**config.mk**
```make
export PLATFORM = sky130hd
export DESIGN_NAME = branch_resolve_unit
export DESIGN_NICKNAME = d
export VERILOG_FILES = /design/src/rtl/branch_resolve_unit.sv
export SDC_FILE = /design/constraint.sdc
export NUM_CORES = 1
export LEC_CHECK = 0
export BUFFER_PORTS_ARGS = -buffer_cell sky130_fd_sc_hd__buf_2
export CAP_MARGIN = 20
export CORE_UTILIZATION = 45
export CTS_CLUSTER_DIAMETER = 120
export CTS_CLUSTER_SIZE = 20
export DETAILED_ROUTE_END_ITERATION = 10
export PLACE_DENSITY = 0.65
export SYNTH_ARGS = -nofsm -noshare
export SYNTH_HDL_FRONTEND = slang
export SYNTH_SLANG_ARGS = --single-unit
```
**constraint.sdc**
```tcl
create_clock -name clk -period 10.5 [get_ports clk]
set_clock_uncertainty 0.1 [all_clocks]
set_input_delay 2.1 -clock clk [delete_from_list [all_inputs] [get_ports clk]]
set_output_delay 2.1 -clock clk [all_outputs]
set_load 0.05 [all_outputs]
```
**src/rtl/branch_resolve_unit.sv**
```systemverilog
// rtl/branch_resolve_unit.sv - branch prediction tracking queue, mispredict detection and fetch redirect
// Optional feature macro: BR_PERF_CNT_EN (branch / mispredict performance counters)
module branch_resolve_unit #(
   parameter int QUEUE_DEPTH = 4,
   parameter int PTR_W       = 2
) (
   input  logic              clk,
   input  logic              rst,
   input  logic              fetch_valid,
   input  logic [31:0]       fetch_pc,
   input  logic              fetch_taken_pred,
   input  logic [31:0]       fetch_target_pred,
   output logic              fetch_ready,
   input  logic              ex_valid,
   input  logic [31:0]       ex_pc,
   input  logic              ex_is_br,
   input  logic              ex_taken,
   input  logic [31:0]       ex_target,
   output logic              commit_valid,
   output logic              commit_imm,
   output logic              commit_taken,
   output logic [31:0]       commit_pc,
   output logic [31:0]       commit_target,
   output logic              redirect_valid,
   output logic [31:0]       redirect_pc,
   output logic [PTR_W:0]    queue_count,
   output logic [31:0]       branch_cnt,
   output logic [31:0]       mispred_cnt
);

   typedef enum logic {S_RUN = 1'b0, S_REDIRECT = 1'b1} state_t;

   localparam logic [PTR_W:0]   CNT_FULL = (PTR_W+1)'(QUEUE_DEPTH);
   localparam logic [PTR_W:0]   CNT_ONE  = (PTR_W+1)'(1);
   localparam logic [PTR_W-1:0] PTR_ONE  = PTR_W'(1);

   state_t            state, state_next;
   logic [31:0]       q_pc     [QUEUE_DEPTH];
   logic              q_taken  [QUEUE_DEPTH];
   logic [31:0]       q_target [QUEUE_DEPTH];
   logic [PTR_W-1:0]  wr_ptr, rd_ptr;
   logic [PTR_W:0]    count;

   logic              ex_accept, q_empty, push, pop, mispredict;
   logic [31:0]       actual_next, pred_next;

   assign queue_count = count;
   assign q_empty     = (count == '0);
   // Wrong-path resolutions arriving while redirecting are dropped entirely.
   assign ex_accept   = ex_valid && (state == S_RUN);
   assign push        = fetch_valid && fetch_ready;
   assign pop         = ex_accept && !q_empty;

   // Compare the resolved next PC against what the head entry predicted
   always_comb begin
      actual_next = (ex_is_br && ex_taken) ? ex_target : ex_pc + 32'd4;
      pred_next   = q_taken[rd_ptr] ? q_target[rd_ptr] : q_pc[rd_ptr] + 32'd4;
      mispredict  = ex_accept &&
                    (q_empty || (q_pc[rd_ptr] != ex_pc) || (actual_next != pred_next));
   end

   // State register
   always_ff @(posedge clk) begin
      if (rst) state <= S_RUN;
      else     state <= state_next;
   end

   // Next-state: one redirect cycle per mispredict, then back to RUN
   always_comb begin
      state_next = state;
      case (state)
         S_RUN:      if (mispredict) state_next = S_REDIRECT;
         S_REDIRECT: state_next = S_RUN;
         default:    state_next = S_RUN;
      endcase
   end

   // State-decoded outputs
   always_comb begin
      fetch_ready    = (state == S_RUN) && (count != CNT_FULL);
      redirect_valid = (state == S_REDIRECT);
   end

   // Prediction storage; entries need no reset since count guards them
   always_ff @(posedge clk) begin
      if (push) begin
         q_pc[wr_ptr]     <= fetch_pc;
         q_taken[wr_ptr]  <= fetch_taken_pred;
         q_target[wr_ptr] <= fetch_target_pred;
      end
   end

   // Pointers and occupancy; a mispredict flushes and overrides any push/pop
   always_ff @(posedge clk) begin
      if (rst || mispredict) begin
         wr_ptr <= '0;
         rd_ptr <= '0;
         count  <= '0;
      end else begin
         if (push) wr_ptr <= wr_ptr + PTR_ONE;
         if (pop)  rd_ptr <= rd_ptr + PTR_ONE;
         case ({push, pop})
            2'b10:   count <= count + CNT_ONE;
            2'b01:   count <= count - CNT_ONE;
            default: count <= count;
         endcase
      end
   end

   // Predictor update pulse, one cycle after the resolving EX cycle
   always_ff @(posedge clk) begin
      if (rst) begin
         commit_valid  <= 1'b0;
         commit_imm    <= 1'b0;
         commit_taken  <= 1'b0;
         commit_pc     <= '0;
         commit_target <= '0;
      end else begin
         commit_valid  <= ex_accept;
         commit_imm    <= ex_is_br;
         commit_taken  <= ex_taken;
         commit_pc     <= ex_pc;
         commit_target <= ex_target;
      end
   end

   // Capture the correct-path PC for the redirect cycle
   always_ff @(posedge clk) begin
      if (rst)             redirect_pc <= '0;
      else if (mispredict) redirect_pc <= actual_next;
   end

`ifdef BR_PERF_CNT_EN
   logic [31:0] br_cnt_q, mis_cnt_q;

   // Performance counters, free-running with natural 32-bit wrap
   always_ff @(posedge clk) begin
      if (rst) begin
         br_cnt_q  <= '0;
         mis_cnt_q <= '0;
      end else begin
         if (ex_accept && ex_is_br) br_cnt_q  <= br_cnt_q + 32'd1;
         if (mispredict)            mis_cnt_q <= mis_cnt_q + 32'd1;
      end
   end

   assign branch_cnt  = br_cnt_q;
   assign mispred_cnt = mis_cnt_q;
`else
   assign branch_cnt  = 32'd0;
   assign mispred_cnt = 32'd0;
`endif

endmodule

```
==> results.ini <==
[sta]
setup_tns_ns=0
min_period_ns=6.25
grt_setup_unrepaired=no
worstMarginPinSlew_ns=1.09
fin_crit_sh_pct=59.5
hold_viol_final=0
setup_violations=0
slew_headroom_pct=26.9
fmax_ghz=0.160
slew_viol_final=0

[routing]
drc=0
wl_per_cell_um=23.8
final_antenna_net_count=0
firstDrtPassIters=6
via_per_inst=5.61
drt_iter0_markers=1014
vias=11400
wl_mm=48.1

[setup_path]
path_max_fanout=29
path_class=primary input to register
cp_top_family=simple AND/OR/NAND/NOR gates
endpoint_kind=register
path_buf_inv=1
crit_chain=buf_2 -> nand3_2 -> or4b_1 -> or4_1 -> a31oi_2 -> xnor2_1 -> a311oi_1 -> a2111o_1 -> nor4_4 -> and4_1 -> o21ai_0 -> a21oi_1
critPathSlowestCell=and4_1
cp.arrival_ns=6.60
required_ns=10.85
cp_slowest_stage_delay_ns=0.87
cp-start-kind=primary input

[synth]
synth_area_um2=17100
netlist_instances=1287
synth_edf_count=260
ys_seq_area_share_pct=58.4
yosysUniqueCellTypes=88
synthFlopType=edfxtp_1
postSynthAreaPerCell_um2=13.3
yosys_warnings=0
synth_seq_cells=369
synth-async-reset-ratio_pct=0

[grt]
grt-ovfl-total=0
grt_pass1_vias=10700
grt_first_pass_wirelength_mm=69.3
grt_max_degree=101
grt_util_all_layers_pct=24.5
antenna_found_initial=10

[clock_network]
cts-root-buf=clkbuf_16
hold_buffers=0
clock_path_buffers=3
cts_num_sinks=369
cts_tree=done
path_clk_slew_ns=0.08
cts_resized=0
cts_setup_buffers=0
cts_buffers=22
worstSkewPairLatency_ns=0.54
h-tree-depth=1

[power]
powerDensity_nw_per_um2=155
finalPower_mw=2.96
worst_ir_drop_vdd_mv=0.0838
p_leak_nw=6.72

[layout]
drive_above_1_share_pct=25.5
layout.nets=1636
area_delta_synth_final_pct=11.6
fin_cells=2022
layout_commonest_cell=edfxtp_1
fin_area_um2=19100
final_cell_mix=edfxtp_1, buf_2, dfxtp_1, nor2_1, nand2_1
final_util_pct=50.8

[floorplan]
fp.dieW_um=197
die_h_um=197
start_util_pct=45.5
io_pins=303
coreArea_um2=37600
rows=71
dieArea_um2=38800

[place]
gp_congestion=0.981
io_buffers=238
placed_area_um2=18400
dp_cells=1980
hpwlAfterDp_mm=35.2

[hold_path]
hold_class=register to register

[run]
drv_cap=0

[outcome]
status=finished, final reports clean

[tightest hold or removal path: cells and delay by family (launching register included)]
family	cells	cell delay, ns
AOI/OAI and AO/OA	2	0.12
DFF	1	0.31
[final cells by class]
class,instances,area (µm²)
diodes,3,7.51
clock buffers,38,632
clock inverters,1,16.3
fillers,3270,18500
inverters,23,86.3
multi-input cells,821,6390
flip-flops and latches,369,10000
well taps,511,639
repair buffers,256,1330
[layer usage]
| layer | track usage, % | vias up | share of wire [%] |
|---|---|---|---|
| met1 | 33.3 | 5584 | 42 |
| li1 | - | 5144 | - |
| met4 | 8.56 | 16 | 3.6 |
| met3 | 4.88 | 98 | 7.3 |
| met2 | 39.0 | 511 | 46 |
| met5 | 0 | - | 0.20 |
[worst paths after layout]
| kind | slack [ns] | from | end | cells past startpoint |
|---|---|---|---|---|
| worst max-delay path | 4.25 | ex_pc[6] | redirect_pc[7] | 12 |
| worst min register to register | 0.38 | redirect_pc[9] | redirect_pc[9] | 2 |
| worst max register to register | 4.48 | register | redirect_pc[7] | 14 |
| worst min-delay path | 0.38 | redirect_pc[9] | redirect_pc[9] | 2 |
[report_power, final]
| part | internal, mW | leakage, nW | switching, mW | total [mW] |
|---|---|---|---|---|
| logic | 0.126 | 3.13 | 0.345 | 0.471 |
| registers | 1.61 | 3.28 | 0.0165 | 1.63 |
| clock network | 0.413 | 0.308 | 0.449 | 0.862 |
[synthesized netlist by cell type (all sizes together), types with 4 or more instances]
cell / count / share of area [%]
and3: 13 / 0.48
xor2: 42 / 2.1
mux2i: 40 / 2.3
mux4: 63 / 8.3
nand2b: 8 / 0.29
and4: 9 / 0.46
nor3: 14 / 0.44
buf: 105 / 4.5
a21oi: 38 / 1.1
clkbuf: 32 / 0.72
edfxtp: 260 / 46
o22ai: 8 / 0.33
o211ai: 5 / 0.30
nand4: 26 / 1.2
nand2: 67 / 1.5
o31ai: 12 / 0.53
nor4: 17 / 0.83
nor2b: 63 / 2.3
nand3: 27 / 0.91
ha: 7 / 0.51
a211oi: 11 / 0.48
o21ai: 54 / 1.6
inv: 23 / 0.50
nor2: 69 / 1.5
or4b: 4 / 0.23
a31oi: 23 / 0.91
mux2: 7 / 0.46
or4: 13 / 0.57
o311ai: 5 / 0.26
dfxtp: 109 / 13
or3: 8 / 0.29
xnor2: 45 / 2.3
[logic make-up after synthesis]
family          Yosys count  synth area share (%)
flops                   369                  58.4
simple gates            356                  11.9
compound gates          195                  7.65
buf+inv                 160                  5.69
mux                     110                  11.1
xor+xnor                 88                  4.59
fa+ha+maj                 8                 0.629
other cells               1                0.0219
[sequential cells by signal, summed over array words and instances, names as in the netlist, named ones only]
signal,cells
commit_imm,1
commit_pc,32
commit_taken,1
commit_target,32
commit_valid,1
q_pc,128
q_taken,4
q_target,128
queue_count,3
rd_ptr,2
redirect_pc,32
redirect_valid,1
wr_ptr,2
[stage by stage]
step                worst slack (ns)  hold WS (ns)
floorplan                       5.00         0.362
global placement                3.83         0.363
detailed placement              3.76         0.367
CTS                             4.29         0.380
global route                    3.97         0.404
finish                          4.25         0.379
Power figures use the tool's default switching activity.
